**src/rtl/dac_start_sequencer.sv**
```systemverilog
`timescale 1ns/1ps
// dac_start_sequencer
// -------------------
// Multi-channel DAC start gate in the DAC clock domain. Once the host arms it
// (start low->high), it waits for a rising edge on trigger, waits a latched
// number of cycles, then drives the latched channel mask onto dac_start.
// Continuous mode (mode=0) holds the mask until start drops. Burst mode
// (mode=1) ends after burst_len further trigger edges (0 behaves as 1). In
// burst mode it then parks in HOLD until start drops.
//
// Ports
//   clk          DAC clock, rising edge
//   reset        asynchronous, active-high
//   start        host start level (synchronous to clk); low aborts any state
//   trigger      trigger level (synchronous to clk); only rising edges act
//   ch_enable    channel mask, latched on arm
//   delay        trigger-edge to dac_start delay in cycles, latched on arm
//   mode         0 = continuous, 1 = burst, latched on arm
//   burst_len    trigger edges per burst (0 behaves as 1), latched on arm
//   dac_start    per-channel start, registered
//   busy         high in every state except IDLE, registered
//   done         one-cycle pulse when a burst completes, registered
//   trig_count   trigger edges counted in RUN, saturating, registered
//   o_dbg_state  current FSM state, for debug and checkers
//
// Control protocol: start is a level. Raising it arms the block and
// lowering it returns the block to IDLE on the next clock, whatever else
// happens in that cycle. trigger acts only on a 0->1 transition between two
// consecutive clock samples. There is no valid/ready handshake.
module dac_start_sequencer #(
  parameter int N_CH    = 4,
  parameter int DELAY_W = 16,
  parameter int COUNT_W = 16
) (
  input  logic               clk,
  input  logic               reset,
  input  logic               start,
  input  logic               trigger,
  input  logic [N_CH-1:0]    ch_enable,
  input  logic [DELAY_W-1:0] delay,
  input  logic               mode,
  input  logic [COUNT_W-1:0] burst_len,
  output logic [N_CH-1:0]    dac_start,
  output logic               busy,
  output logic               done,
  output logic [COUNT_W-1:0] trig_count,
  output logic [2:0]         o_dbg_state
);

  typedef enum logic [2:0] {
    S_IDLE  = 3'd0,
    S_ARMED = 3'd1,
    S_DELAY = 3'd2,
    S_RUN   = 3'd3,
    S_HOLD  = 3'd4
  } state_t;

  state_t             r_state;
  logic               r_trig_d;
  logic [N_CH-1:0]    r_mask;
  logic [DELAY_W-1:0] r_delay;
  logic               r_mode;
  logic [COUNT_W-1:0] r_burst_len;
  logic [DELAY_W-1:0] r_delay_cnt;
  logic [N_CH-1:0]    r_dac_start;
  logic               r_busy;
  logic               r_done;
  logic [COUNT_W-1:0] r_trig_count;

  logic               w_edge;
  logic [COUNT_W-1:0] w_count_next;
  logic [COUNT_W-1:0] w_burst_eff;
  logic               w_burst_hit;

  assign w_edge       = trigger & ~r_trig_d;
  // Saturating increment: the counter never wraps back to zero.
  assign w_count_next = (r_trig_count == '1) ? r_trig_count
                                             : r_trig_count + COUNT_W'(1);
  // A programmed length of zero behaves as a single-edge burst.
  assign w_burst_eff  = (r_burst_len == '0) ? COUNT_W'(1) : r_burst_len;
  assign w_burst_hit  = r_mode && (w_count_next == w_burst_eff);

  always_ff @(posedge clk or posedge reset) begin
    if (reset) begin
      r_state      <= S_IDLE;
      r_trig_d     <= 1'b0;
      r_mask       <= '0;
      r_delay      <= '0;
      r_mode       <= 1'b0;
      r_burst_len  <= '0;
      r_delay_cnt  <= '0;
      r_dac_start  <= '0;
      r_busy       <= 1'b0;
      r_done       <= 1'b0;
      r_trig_count <= '0;
    end else begin
      r_trig_d <= trigger;
      r_done   <= 1'b0;
      case (r_state)
        S_IDLE: begin
          r_dac_start <= '0;
          r_busy      <= 1'b0;
          if (start) begin
            r_mask       <= ch_enable;
            r_delay      <= delay;
            r_mode       <= mode;
            r_burst_len  <= burst_len;
            r_trig_count <= '0;
            r_busy       <= 1'b1;
            r_state      <= S_ARMED;
          end
        end
        S_ARMED: begin
          if (!start) begin
            r_busy  <= 1'b0;
            r_state <= S_IDLE;
          end else if (w_edge) begin
            if (r_delay == '0) begin
              r_dac_start <= r_mask;
              r_state     <= S_RUN;
            end else begin
              r_delay_cnt <= r_delay;
              r_state     <= S_DELAY;
            end
          end
        end
        S_DELAY: begin
          // Trigger edges are deliberately ignored while counting down.
          if (!start) begin
            r_busy      <= 1'b0;
            r_delay_cnt <= '0;
            r_state     <= S_IDLE;
          end else if (r_delay_cnt == DELAY_W'(1)) begin
            r_delay_cnt <= '0;
            r_dac_start <= r_mask;
            r_state     <= S_RUN;
          end else begin
            r_delay_cnt <= r_delay_cnt - DELAY_W'(1);
          end
        end
        S_RUN: begin
          if (!start) begin
            r_dac_start <= '0;
            r_busy      <= 1'b0;
            r_state     <= S_IDLE;
          end else if (w_edge) begin
            r_trig_count <= w_count_next;
            if (w_burst_hit) begin
              r_dac_start <= '0;
              r_done      <= 1'b1;
              r_state     <= S_HOLD;
            end
          end
        end
        S_HOLD: begin
          // Parked until the host drops start; no re-arm from here.
          r_dac_start <= '0;
          if (!start) begin
            r_busy  <= 1'b0;
            r_state <= S_IDLE;
          end
        end
        default: begin
          r_dac_start <= '0;
          r_busy      <= 1'b0;
          r_state     <= S_IDLE;
        end
      endcase
    end
  end

  assign dac_start   = r_dac_start;
  assign busy        = r_busy;
  assign done        = r_done;
  assign trig_count  = r_trig_count;
  assign o_dbg_state = r_state;

endmodule

```
**config.mk**
```make
export PLATFORM = sky130hd
export DESIGN_NAME = dac_start_sequencer
export DESIGN_NICKNAME = d
export VERILOG_FILES = /design/src/rtl/dac_start_sequencer.sv
export SDC_FILE = /design/constraint.sdc
export NUM_CORES = 1
export LEC_CHECK = 0
export BUFFER_PORTS_ARGS = -buffer_cell sky130_fd_sc_hd__buf_2
export CAP_MARGIN = 40
export CORE_MARGIN = 2
export CORE_UTILIZATION = 52
export DETAILED_ROUTE_END_ITERATION = 8
export PLACE_DENSITY = 0.76
export SYNTH_ARGS = -nofsm -noshare
export SYNTH_HDL_FRONTEND = slang
export SYNTH_SLANG_ARGS = --single-unit
```
**constraint.sdc**
```tcl
create_clock -name clk -period 2.44 [get_ports clk]
set_input_delay 0.122 -clock clk [delete_from_list [all_inputs] [get_ports clk]]
set_output_delay 0.122 -clock clk [all_outputs]
set_load 0.01 [all_outputs]
```
==> qor.txt <==
crit end category -> flop
Clock Latency Late Sink -> 0.36 ns
Root Driver -> clkbuf_8
final setup vio count -> 0
CP Class -> flop to flop
Yosys top cell area share -> 42.9%
# DRC -> 0
clock buffer count from CTS -> 9
Synth top cells by count -> 79 x dfrtp_1, 53 x o21ai_0, 39 x mux2_2
Worst Hold Depth -> 2
Final Hold Viols -> 0
vias -> 4350
post-synthesis sequential area ratio -> 42.9%
Design Area, Final -> 6010 um2
fmax -> 413 MHz
clk buf depth -> 2
reg2reg start -> r_burst_len[9]
most frequent cell after synthesis -> dfrtp_1
Reg2Reg Depth -> 8
synth warn -> 0
Area contributors post-synth -> dfrtp_1 43%, mux2_2 9.5%, o21ai_0 5.8%
global-route wire length before repair -> 21500 um
# port buffers -> 65
max_slew headroom -> 54.9%
share of cells above drive strength 1 -> 35.0%
RSZ-0062 raised after global routing -> yes
internal reg-to-reg setup slack -> 0.02 ns
width of the die -> 98.1 um
Placed Instances -> 666
Detailed Place HPWL -> 9360 um
Layout Cells excl Fill -> 716
Worst EP arrival -> 2.66 ns
Core Box Area -> 8640 um2
initial antenna violation count -> 0
n_diodes -> 0
status -> finished clean
Max Transition Viols Final -> 0
Clk pin slew, worst setup/hold paths -> 0.09 ns
Synth Flop Type -> dfrtp_1
io pins -> 66
max_cap viols -> 0
final wirelength -> 13200 um
peak supply drop -> 0.477 mV
critical path fanouts, max -> 7
Hold Path Sink -> r_burst_len[12]
# nets final -> 647
Final min period -> 2.42 ns
distinct cell type count after synthesis -> 67
CTS sink count -> 79
Initial DRC Count -> 369
Area Overhead vs Synth -> 30.4%
grt ovf -> 0
# rows -> 34
Post-Syn Area per Cell -> 9.76 um2
Yosys reg bits -> 79
pre-CTS setup slack -> -0.0722 ns
Die ar. -> 9630 um2
HP Start -> burst_len[12]
Post-Syn Area -> 4610 um2
largest net degree at the start of global routing -> 33
Mapped Cells -> 472
startpoint type of the worst setup path -> flop
Cell Area, Placed -> 5330 um2
PD cells -> 596 nW/um2
number of global-route vias before repair -> 4313
cell taking the most area after synthesis -> dfrtp_1
gpl congestion -> 0.967
postcts setup bufs -> 0
fraction of registers with async set/reset -> 100%
drt pass-1 iters -> 6
H-tree levels -> 3
worst-margin pin slew -> 0.671 ns
Leak -> 0.00268 uW
WL/cell -> 18.4 um
antenna viol nets, final -> 0
Tcrit/Tclk final -> 99.3%
Setup Skew -> 0.0124 ns
vias per cell -> 6.08
worst hold path class -> input pin to flop
CTS tree -> yes
RR Endpoint -> dac_start[1]
Tot GR Track Use -> 28.1%
final worst slack -> 0.0172 ns
EDFF count, synth -> 0
Syn Nets -> 516
CP Data Required Time -> 2.68 ns
initial core utilization -> 53.3%
Die Y -> 98.1 um
sequential cells by signal, summed over array words and instances (netlist names):
register     count
dac_start        4
r_mode           1
o_dbg_state      3
r_burst_len     16
r_mask           4
busy             1
trig_count      16
done             1
r_trig_d         1
r_delay         16
r_delay_cnt     16
power breakdown:
part	switching [uW]	leakage, uW	internal, uW
Clock	507	0.0000895	396
Combinational	448	0.00162	460
Sequential	233	0.000978	1540
Total	1190	0.00268	2400
layout by cell type, fill, tap and decap left out, types with 9 or more instances in the layout:
master         Yosys  final
clkbuf_8           0     10
mux2_2            39     39
xor2_1             9      9
dlygate4sd3_1      0     33
buf_2              7     65
nor2_1            27     27
xnor2_1           14     13
dfrtp_1           79     73
buf_4              4     45
nor3_1            19     17
inv_1             12     11
nand3_1           14     12
o21ai_0           53     50
nand2_1           34     34
a21oi_1           33     32
layout make-up:
class | instances | area, um2
multi-input combinational | 356 | 2640
fill | 652 | 2630
sequential | 79 | 1980
timing repair buffer | 145 | 1030
clock buffer | 11 | 141
tap | 108 | 135
inverter | 12 | 46.3
clock inverter | 5 | 31.3
logic make-up (layout without fill, tap and decap cells):
kind of cell               count (synthesis)  count (layout)  synth area share (%)
muxes                                     42              42                  10.2
AOI/OAI and AO/OA                        133             133                  17.6
xor gates and xnor gates                  24              24                  4.89
adders and majority gates                  3               3                 0.815
DFF                                       79              79                  42.9
and+or+nand+nor                          153             154                  19.8
buffers and inverters                     38             173                  3.77
per-stage QoR:
stage | util, % | hold WS, ns | TNS [ns] | total power (uW)
floorplan | - | 0.153 | 0 | 2290
CTS | 67.9 | 0.00733 | -0.0140 | 3540
detailed placement | 61.7 | 0.119 | -0.435 | 2600
finish | 69.6 | 0.0123 | 0 | 3580
global route | 69.6 | 0.0121 | -0.428 | 3780
global placement | 61.7 | 0.106 | 0 | 2560
per-layer routing:
layer | track usage [%] | part of all wire [%] | wire [um] | vias to the layer above
li1 | - | - | - | 2019
met1 | 36.6 | 41 | 5410 | 2118
met2 | 47.4 | 50 | 6580 | 174
met3 | 3.79 | 6.1 | 802 | 39
met4 | 11.8 | 3.2 | 417 | 0
met5 | 0 | 0 | 0 | -
critical path, cell delays in order, from the launching register on:
cell and delay (ns):
dfrtp_1 0.40, nor4_2 0.35, a41oi_2 0.22, and4_1 0.27, a2111oi_1 0.30, nand4_1 0.23, nor4_4 0.26, buf_4 0.19
o21ai_1 0.08
how the worst max path moves through the flow:
stage | start | to | cells after the start
global placement | r_burst_len[7] | o_dbg_state[0] | 8
global route | r_burst_len[9] | dac_start[1] | 8
CTS | trig_count[0] | dac_start[1] | 9
floorplan | trig_count[1] | dac_start[0] | 9
detailed placement | trig_count[0] | dac_start[1] | 9
finish | r_burst_len[9] | dac_start[1] | 8
repair_timing:
item,in CTS,in global routing
endpoints found under the hold margin,52,0
endpoints found under the setup margin,7,13
gates resized for setup,5,31
hold buffers,33,0
gates cloned,0,1
pin swaps,2,3
Note: power is estimated with default switching activity, not from simulation.
